===== src/rtl/ysyx_22050612_regfile_sb_pkg.sv =====
// Shared constants for the NPC register file and its write-back scoreboard.
package ysyx_22050612_regfile_sb_pkg;

    // Default geometry of the NPC integer register file.
    localparam int DEF_ADDR_WIDTH = 5;
    localparam int DEF_DATA_WIDTH = 64;
    localparam int DEF_CNT_WIDTH  = 2;

    // Index of the hardwired-zero register.
    localparam int ZERO_REG = 0;

    // Width needed to count 0..n simultaneous events.
    function automatic int count_width(input int n);
        return (n < 1) ? 1 : $clog2(n + 1);
    endfunction

endpackage


===== src/rtl/ysyx_22050612_regfile_sb_counter.sv =====
// Saturating up/down pending-write counter for one register.
// A net decrement past zero clamps at zero and raises a one-cycle underflow strobe.
// Flush clears the counter and discards that cycle's increment and decrements.
import ysyx_22050612_regfile_sb_pkg::*;

module ysyx_22050612_sb_counter #(
    parameter int CNT_WIDTH = DEF_CNT_WIDTH,
    parameter int DEC_W     = 1
) (
    input  logic                 clk,
    input  logic                 rst_n,
    input  logic                 inc,
    input  logic [DEC_W-1:0]     dec_count,
    input  logic                 flush,
    output logic [CNT_WIDTH-1:0] count,
    output logic                 at_max,
    output logic                 underflow
);

    localparam int MAX = (1 << CNT_WIDTH) - 1;

    logic [CNT_WIDTH-1:0] count_next;
    int                   sum;

    // Next count: net of one reserve and any number of releases, clamped both ways.
    always_comb begin
        sum        = int'(count) + int'(inc) - int'(dec_count);
        underflow  = 1'b0;
        count_next = count;
        if (flush) begin
            count_next = '0;
        end else if (sum < 0) begin
            count_next = '0;
            underflow  = 1'b1;
        end else if (sum > MAX) begin
            count_next = CNT_WIDTH'(MAX);
        end else begin
            count_next = CNT_WIDTH'(sum);
        end
    end

    // Counter register.
    always_ff @(posedge clk or negedge rst_n) begin
        if (!rst_n) begin
            count <= '0;
        end else begin
            count <= count_next;
        end
    end

    assign at_max = (count == CNT_WIDTH'(MAX));

endmodule


===== src/rtl/ysyx_22050612_regfile_sb.sv =====
// Integer register file with write-to-read bypass and a per-register
// pending-write scoreboard (reserve at issue, release at write-back).
// Reservation handshake: a reserve fires when rsv_valid && rsv_ready;
// rsv_ready never depends on rsv_valid, and rsv_valid may be held or dropped freely.
import ysyx_22050612_regfile_sb_pkg::*;

module ysyx_22050612_regfile_sb #(
    parameter int ADDR_WIDTH = DEF_ADDR_WIDTH,
    parameter int DATA_WIDTH = DEF_DATA_WIDTH,
    parameter int NREAD      = 2,
    parameter int NWRITE     = 1,
    parameter int CNT_WIDTH  = DEF_CNT_WIDTH
) (
    input  logic                        clk,
    input  logic                        rst_n,
    input  logic [NWRITE-1:0]           wen,
    input  logic [NWRITE*ADDR_WIDTH-1:0] waddr,
    input  logic [NWRITE*DATA_WIDTH-1:0] wdata,
    input  logic [NWRITE-1:0]           wrel,
    input  logic [NREAD*ADDR_WIDTH-1:0] raddr,
    output logic [NREAD*DATA_WIDTH-1:0] rdata,
    output logic [NREAD-1:0]            rbusy,
    input  logic                        rsv_valid,
    input  logic [ADDR_WIDTH-1:0]       rsv_addr,
    output logic                        rsv_ready,
    input  logic                        flush,
    output logic                        sb_err
);

    localparam int NREGS = 1 << ADDR_WIDTH;
    localparam int DEC_W = count_width(NWRITE);
    localparam logic [ADDR_WIDTH-1:0] ZERO_IDX = ADDR_WIDTH'(ZERO_REG);

    logic [DATA_WIDTH-1:0] rf      [NREGS];
    logic [CNT_WIDTH-1:0]  cnt     [NREGS];
    logic [DEC_W-1:0]      rel_cnt [NREGS];
    logic [NREGS-1:0]      at_max;
    logic [NREGS-1:0]      underflow;
    logic                  rsv_fire;

    // Number of write-back ports releasing each register this cycle.
    always_comb begin
        for (int r = 0; r < NREGS; r++) begin
            rel_cnt[r] = '0;
            for (int i = 0; i < NWRITE; i++) begin
                if (wrel[i] && (waddr[i*ADDR_WIDTH +: ADDR_WIDTH] == ADDR_WIDTH'(r))) begin
                    rel_cnt[r] = rel_cnt[r] + DEC_W'(1);
                end
            end
        end
    end

    // A full counter can still accept a reserve when a release lands the same cycle.
    assign rsv_ready = (rsv_addr == ZERO_IDX) || !at_max[rsv_addr] || (rel_cnt[rsv_addr] != '0);
    assign rsv_fire  = rsv_valid && rsv_ready;

    // Register 0 has no counter: never busy, never full, never underflows.
    assign cnt[0]       = '0;
    assign at_max[0]    = 1'b0;
    assign underflow[0] = 1'b0;

    for (genvar r = 1; r < NREGS; r++) begin : g_cnt
        ysyx_22050612_sb_counter #(
            .CNT_WIDTH (CNT_WIDTH),
            .DEC_W     (DEC_W)
        ) u_cnt (
            .clk       (clk),
            .rst_n     (rst_n),
            .inc       (rsv_fire && (rsv_addr == ADDR_WIDTH'(r))),
            .dec_count (rel_cnt[r]),
            .flush     (flush),
            .count     (cnt[r]),
            .at_max    (at_max[r]),
            .underflow (underflow[r])
        );
    end

    // Sticky scoreboard error: any release against an empty counter.
    always_ff @(posedge clk or negedge rst_n) begin
        if (!rst_n) begin
            sb_err <= 1'b0;
        end else if (|underflow) begin
            sb_err <= 1'b1;
        end
    end

    // Storage: ports applied in ascending order so the highest index wins a collision.
    always_ff @(posedge clk or negedge rst_n) begin
        if (!rst_n) begin
            for (int r = 0; r < NREGS; r++) begin
                rf[r] <= '0;
            end
        end else begin
            for (int i = 0; i < NWRITE; i++) begin
                if (wen[i] && (waddr[i*ADDR_WIDTH +: ADDR_WIDTH] != ZERO_IDX)) begin
                    rf[waddr[i*ADDR_WIDTH +: ADDR_WIDTH]] <= wdata[i*DATA_WIDTH +: DATA_WIDTH];
                end
            end
        end
    end

    for (genvar j = 0; j < NREAD; j++) begin : g_read
        logic [ADDR_WIDTH-1:0] ra;
        logic [DATA_WIDTH-1:0] rd;
        logic                  busy;

        assign ra = raddr[j*ADDR_WIDTH +: ADDR_WIDTH];

        // Read mux with bypass from the highest matching write port, plus busy status.
        always_comb begin
            rd = rf[ra];
            for (int i = 0; i < NWRITE; i++) begin
                if (wen[i] && (waddr[i*ADDR_WIDTH +: ADDR_WIDTH] == ra)) begin
                    rd = wdata[i*DATA_WIDTH +: DATA_WIDTH];
                end
            end
            if (ra == ZERO_IDX) begin
                rd = '0;
            end
            busy = (ra != ZERO_IDX) && (int'(cnt[ra]) > int'(rel_cnt[ra]));
        end

        assign rdata[j*DATA_WIDTH +: DATA_WIDTH] = rd;
        assign rbusy[j]                          = busy;
    end

endmodule

===== config.mk =====
export PLATFORM = sky130hd
export DESIGN_NAME = ysyx_22050612_regfile_sb
export DESIGN_NICKNAME = d
export VERILOG_FILES = /design/src/rtl/ysyx_22050612_regfile_sb_pkg.sv /design/src/rtl/ysyx_22050612_regfile_sb_counter.sv /design/src/rtl/ysyx_22050612_regfile_sb.sv
export SDC_FILE = /design/constraint.sdc
export NUM_CORES = 2
export LEC_CHECK = 0
export BUFFER_PORTS_ARGS = -buffer_cell sky130_fd_sc_hd__buf_2
export CAP_MARGIN = 30
export CORE_UTILIZATION = 35
export CTS_CLUSTER_SIZE = 8
export DETAILED_ROUTE_END_ITERATION = 7
export MAX_ROUTING_LAYER = met4
export PLACE_DENSITY = 0.5
export SLEW_MARGIN = 20
export SYNTH_ARGS = -nofsm -noshare
export SYNTH_HDL_FRONTEND = slang
export SYNTH_SLANG_ARGS = --single-unit

===== constraint.sdc =====
create_clock -name clk -period 4.2 [get_ports clk]
set_input_delay 0.84 -clock clk [delete_from_list [all_inputs] [get_ports clk]]
set_output_delay 0.84 -clock clk [all_outputs]
set_load 0.01 [all_outputs]

== Yosys cells after proc, flatten, opt, wreduce, memory -nomap -nowiden ==
Cells that the tools add are included.
Operators by class
  $add $sub $neg: 62
  magnitude comparators: 70
  equal/unequal tests: 95
  multiplexer cells: 217
  bitwise operators: 4
  reduce and logical (&&, ||, !) cells: 81
Operator list (number)
  2048-bit bitwise mux: 1
  32-bit by 3-bit > comparator with 1-bit output, second input constant: 31
  32-bit by 1-bit less-than comparator with 1-bit output, second input constant: 31
  32-bit by 2-bit subtractor with 32-bit output: 31
  64-bit binary-select mux with 5-bit select: 2
  64-bit 2-to-1 mux: 9
  64-bit demux with 5-bit select: 1
  2-bit 2-to-1 mux: 97
  5-bit equality test, second input constant: 32
  1-bit 2-to-1 mux: 101
  2-bit by 1-bit adder with 3-bit output: 31
  5-bit by 4-bit equality test with 1-bit output, second input constant: 16
  1-bit logical AND: 70
  2-bit equality test, second input constant: 31
  5-bit by 3-bit equality test with 1-bit output, second input constant: 8
  31-bit OR reduction: 1
  6-bit greater-or-equal comparator, second input constant: 4
  5-bit inverter with 6-bit output: 4
  1-bit binary-select mux with 5-bit select: 4
  2-bit binary-select mux with 5-bit select: 2
  5-bit by 2-bit equality test with 1-bit output, second input constant: 4
  5-bit logical NOT: 4
  5-bit nonzero test: 3
  5-bit by 1-bit equality test with 1-bit output, second input constant: 2
  6 further kinds: 9
Word-level totals
  register bits after elaboration: 2111
  output and inout bits: 132

== Depth between registers and ports, before layout ==
  depth after elaboration: 15
  mapped depth: 16

== Modules after synthesis ==
From an unflattened synthesis, not the netlist that was laid out.
Second synthesis, totals
  cell total of the unflattened synthesis: 8178
  area total of the unflattened synthesis: 117516.5 um^2
Modules (own cells, without submodules)
  ysyx_22050612_regfile_sb: instances 1, cells an instance 7558, area each 111969.9 um^2, sequential area each 51274.2 um^2
  ysyx_22050612_sb_counter: instances 31, cells an instance 20, area each 178.9 um^2, sequential area each 50.0 um^2

== Worst setup path before layout ==
Ideal clock, no wire load.
  kind: input port to output port
  start point: input port raddr[5]
  end point: output port rbusy[1]
  arrival: 3.247 ns
  required time: 3.360 ns
  setup slack: 0.113 ns
  stages on the path: 11
  buffers on the path: 4
  path through: buf_6 > buf_6 > buf_2 > mux4_2 > mux4_2 > mux2i_1 > ha_1 > o21ai_0 > o21ai_1 > o21ai_1 > buf_4
Between the ends
  longest elaborated chain between the ends: 6
  elaborated cells between the ends (all ways): 10
Ends and longest elaborated chain
  from (decl): line ysyx_22050612_regfile_sb.sv:20  | input logic [NREAD*ADDR_WIDTH-1:0] raddr,
  5-bit inverter with 6-bit output (not written as such): line ysyx_22050612_regfile_sb.sv:120  | busy = (ra != ZERO_IDX) && (int'(cnt[ra]) > int'(rel_cnt[ra]));
  2-bit binary-select mux with 5-bit select or 1-bit binary-select mux with 5-bit select (tied branches): line ysyx_22050612_regfile_sb.sv:120
  2-bit 2-to-1 mux (not written as such) or 1-bit 2-to-1 mux (tied branches) (2 in a row): line ysyx_22050612_regfile_sb.sv:120
  2-bit by 1-bit > comparator with 1-bit output: line ysyx_22050612_regfile_sb.sv:120
  1-bit logical AND (*): line ysyx_22050612_regfile_sb.sv:120
  to (decl): line ysyx_22050612_regfile_sb.sv:22  | output logic [NREAD-1:0] rbusy,
Every way passes the cells marked *; elsewhere a longest branch is shown, timed or not. The select of a mux whose other input is x is not followed.

== Worst setup path in the final report ==
  start point: register g_cnt[19].u_cnt.count[0]
  end point: output port rbusy[1]
Between the ends
  longest elaborated chain between the ends: 5
Ends and longest elaborated chain
  from (decl): line ysyx_22050612_regfile_sb_counter.sv:15  | output logic [CNT_WIDTH-1:0] count,
  from (signal assigned): line ysyx_22050612_regfile_sb_counter.sv:47  | count <= count_next;
  2-bit binary-select mux with 5-bit select: line ysyx_22050612_regfile_sb.sv:120
  2-bit 2-to-1 mux (not written as such) (2 in a row): line ysyx_22050612_regfile_sb.sv:120
  2-bit by 1-bit > comparator with 1-bit output: line ysyx_22050612_regfile_sb.sv:120
  1-bit logical AND: line ysyx_22050612_regfile_sb.sv:120
Every way passes these cells. The select of a mux whose other input is x is not followed.

==> impl_results.rst <==
.. list-table::
   :header-rows: 1

   * - Metric
     - Value
   * - DRC violations left
     - 0
   * - Worst path arrival time
     - 3.36 ns
   * - Lkg Pwr
     - 58.2 nW
   * - Clock root buffer
     - sky130_fd_sc_hd__clkbuf_16
   * - Ys flop type
     - sky130_fd_sc_hd__dfrtp_1
   * - Critical path type
     - reg -> out
   * - RSZ-0062 raised after global routing
     - true
   * - Synthesis-to-layout area growth
     - 15.7%
   * - Later-pin clock latency in the skew report
     - 0.90 ns
   * - Pin count of the biggest net entering global routing
     - between 100 and 150
   * - Peak VDD IR
     - between 0.3 and 0.4 mV
   * - Fin cells
     - roughly 12000
   * - Final Routed Wirelength
     - a little over 400 mm
   * - MaxCap Viol Count
     - 0
   * - Longest Clk Path Bufs
     - 4
   * - Violation count after the first detailed-routing iteration
     - 6093
   * - Final Max Slew Viols
     - 0
   * - Post-synthesis instance total
     - slightly below 8000
   * - Top cell type by total area after synthesis
     - sky130_fd_sc_hd__dfrtp_1
   * - Areal power density over the cells
     - 458 mW/mm^2
   * - Final Hold Violating Endpoints
     - 0
   * - Post-Synthesis Mean Instance Area
     - around 15 um^2
   * - Detail Route Antenna Nets
     - 0
   * - Number of flops mapped to enable cells by yosys
     - 0
   * - CTS HTree Levels
     - 5
   * - Synth Net Count
     - roughly 8000
   * - Overflow after GRT
     - 0
   * - Antenna violations before repair
     - 50
   * - Sequential element share of the synthesized area
     - a little under half
   * - Slew margin rel.
     - a little over a third
   * - Synthesized cell area
     - about 0.12 mm^2
   * - Number of nets in the layout
     - between 8000 and 9000
   * - Half-perimeter wire length of the detailed placement result
     - roughly 250 mm
   * - Transition at the pin with the smallest max-transition slack
     - ~1 ns
   * - Outcome
     - complete, but fails checks
   * - Most common library cell in the layout ignoring fill and taps
     - sky130_fd_sc_hd__dfrtp_1
   * - Via count of the first global-routing pass
     - approximately 80000
   * - Cell Rows
     - 210
   * - Min-delay worst type
     - in -> reg
   * - 1st-pass router iterations
     - 5
   * - Synthesis warning total
     - 0
   * - Fin worst setup slack
     - -0.00202 ns
   * - Placeable core region
     - ~0.33 mm^2
   * - Starting utilization of the core area
     - between 30% and 40%
   * - Placed Cells
     - 11900
   * - Number of vias after detailed routing
     - ~75000
   * - I/O Pins
     - roughly 220
   * - Minimum clock period after layout
     - ~4.2 ns
   * - Fraction of final layout cells with drive strength greater than 1
     - between 20 and 30%
   * - Per-cell via count in the routed design
     - 6.09
   * - TritonCTS Buffers
     - 305
   * - Setup crit start kind
     - register
   * - Clock transition at the register clock pins on the worst setup and hold paths after CTS
     - ~0.050 ns
   * - Placer's final routability congestion estimate
     - ~0.90
   * - Dominant cells by area after synthesis
     - sky130_fd_sc_hd__dfrtp_1 46%, sky130_fd_sc_hd__mux4_2 21%, sky130_fd_sc_hd__mux2_1 19%
   * - Async S/R FF share, synth
     - 100%
   * - Total Routing Usage GR
     - between 20% and 30%
   * - Number of distinct standard cells referenced by the synthesized netlist
     - 66
   * - Width of the die
     - 575 um
   * - Clock Skews
     - 0.0233 ns
   * - Violations in the final reports
     - setup timing
   * - CTS tree
     - done
   * - Worst-path maximum fanout
     - 4
   * - Die Span Y
     - 575 um
   * - Total Neg Setup Slack
     - -0.00202 ns
   * - Area fraction of the dominant cell type after synthesis
     - between 40 and 50%
   * - Nature of the critical path endpoint
     - output port
   * - Commonest cells after routing, fill and taps aside
     - 2100 x sky130_fd_sc_hd__dfrtp_1, 1975 x sky130_fd_sc_hd__mux2_1, 1063 x sky130_fd_sc_hd__mux4_2
   * - Global-route wire length before repair
     - roughly 600 mm
   * - TritonCTS Sinks
     - between 2000 and 2500
   * - Routed length per instance
     - between 30 and 40 um
   * - Final setup violation count
     - 1
   * - Data required, critical path
     - 3.36 ns
   * - Max frequency
     - approximately 0.24 GHz
   * - Seq cells post-synth
     - approximately 2100
   * - Total of fill cells in the finished design
     - about 30000
   * - Die Footprint
     - 0.331 mm^2
   * - Final period utilization
     - 100%
   * - Input/output buffers
     - 221
[cells in the mapped netlist (all sizes together), types with 2 or more instances]
master and instances:
dfrtp 2111, mux2 1987, mux4 1063, buf 487, clkbuf 367, o22ai 310
ha 188, mux2i 188, inv 163, a21oi 121, nand2 114, nor2 87
a22o 67, a32o 63, a211oi 61, nor3 59, nor2b 48, a21o 32
nor4 28, nand3 26, a22oi 22, nand2b 15, a31oi 9, nand3b 9
xnor2 9, and2 7, a221oi 6, and3 6, o21ai 6, o211ai 5
xor2 5, or3 4, nor3b 3, o2bb2ai 3, o32ai 3, a21boi 2
nand4 2, nor4b 2, or2 2
[state kept, by name, indices dropped and copies added, names as in the netlist]
signal and flops:
g_cnt.u_cnt.count 62, rf 2048, sb_err 1
[worst paths after layout]
path / slack, ns / depth (start not counted) / end / from
worst min-delay path: 0.29 / 2 / rf[494] / wdata[46]
worst min register to register: 0.39 / 0 / rf[1992] / rf[1992]
min in group asynchronous: 0.48 / 2 / rf[497] / rst_n
worst max-delay path: -0.002 / 9 / rbusy[1] / g_cnt[19].u_cnt.count[0]
worst max register to register: 0.56 / 15 / g_cnt[22].u_cnt.count[0] / g_cnt[26].u_cnt.count[0]
max in group asynchronous: 2.23 / 4 / rf[836] / rst_n
[routing by layer]
metal	global-route usage (%)	routed length, um
met1	34.5	178000
met3	4.67	28500
met5	-	0
met4	8.32	14200
met2	40.1	195000
[kinds of logic (layout without fill, tap and decap cells)]
kind of cell / after synthesis / after routing / share of synthesized area, %
muxes: 3238 / 3238 / 41.9
buffers and inverters: 1017 / 1271 / 3.93
adders and majority gates: 188 / 188 / 2.04
and+or+nand+nor: 413 / 413 / 1.81
AOI/OAI and AO/OA: 723 / 723 / 4.35
DFF: 2111 / 2111 / 45.9
xor gates and xnor gates: 14 / 14 / 0.107
other: 0 / 28 / 0
[through the flow]
| step | utilization (%) | area (um^2) | hold WS, ns | power (mW) | setup slack (ns) |
|---|---|---|---|---|---|
| floorplan | - | 115000 | 0.441 | 34.4 | 0.113 |
| global placement | 38.1 | 125000 | 0.377 | 38.1 | -0.163 |
| detailed placement | 38.1 | 125000 | 0.383 | 38.6 | -0.166 |
| CTS | 40.6 | 133000 | 0.238 | 61.5 | -0.0889 |
| global route | 40.7 | 133000 | 0.286 | 63.6 | -0.144 |
| finish | 40.7 | 133000 | 0.292 | 61.0 | -0.00202 |
[worst max-delay path, stage by stage (launching register included)]
cell and delay, ns:
sky130_fd_sc_hd__dfrtp_2 0.45, sky130_fd_sc_hd__mux4_2 0.49, sky130_fd_sc_hd__mux4_2 0.48, sky130_fd_sc_hd__mux2i_1 0.17
sky130_fd_sc_hd__ha_1 0.28, sky130_fd_sc_hd__o21ai_1 0.14, sky130_fd_sc_hd__o21ai_1 0.08, sky130_fd_sc_hd__o21ai_1 0.14
sky130_fd_sc_hd__buf_4 0.15, sky130_fd_sc_hd__buf_6 0.10
[power breakdown]
group | internal [mW] | switching [mW] | total (mW) | leakage, nW
registers | 24.1 | 2.69 | 26.8 | 27.1
logic | 6.64 | 4.92 | 11.6 | 27.0
clock network | 13.3 | 9.27 | 22.6 | 4.04
[what timing repair did]
action / 4_1_cts / 5_1_grt
pin swaps: 5 / 4
resized for setup: 15 / 10
hold buffers: 1 / 0
setup endpoints to repair: 9 / 23
cloned: 2 / 2
buffers inserted: 0 / 16
hold endpoints to repair: 29 / 0
[final cells by class]
cell class / instances / area [um^2] / area share, %
Sequential cell: 2111 / 52800 / 39.7
Tap cell: 4346 / 5440 / 4.08
Timing Repair Buffer: 759 / 7910 / 5.94
Multi-Input combinational cell: 4576 / 58100 / 43.6
Clock inverter: 15 / 234 / 0.176
Clock buffer: 334 / 8000 / 6.01
Inverter: 163 / 612 / 0.459
Antenna cell: 28 / 70.1 / 0.0526
Power figures use the tool's default switching activity.
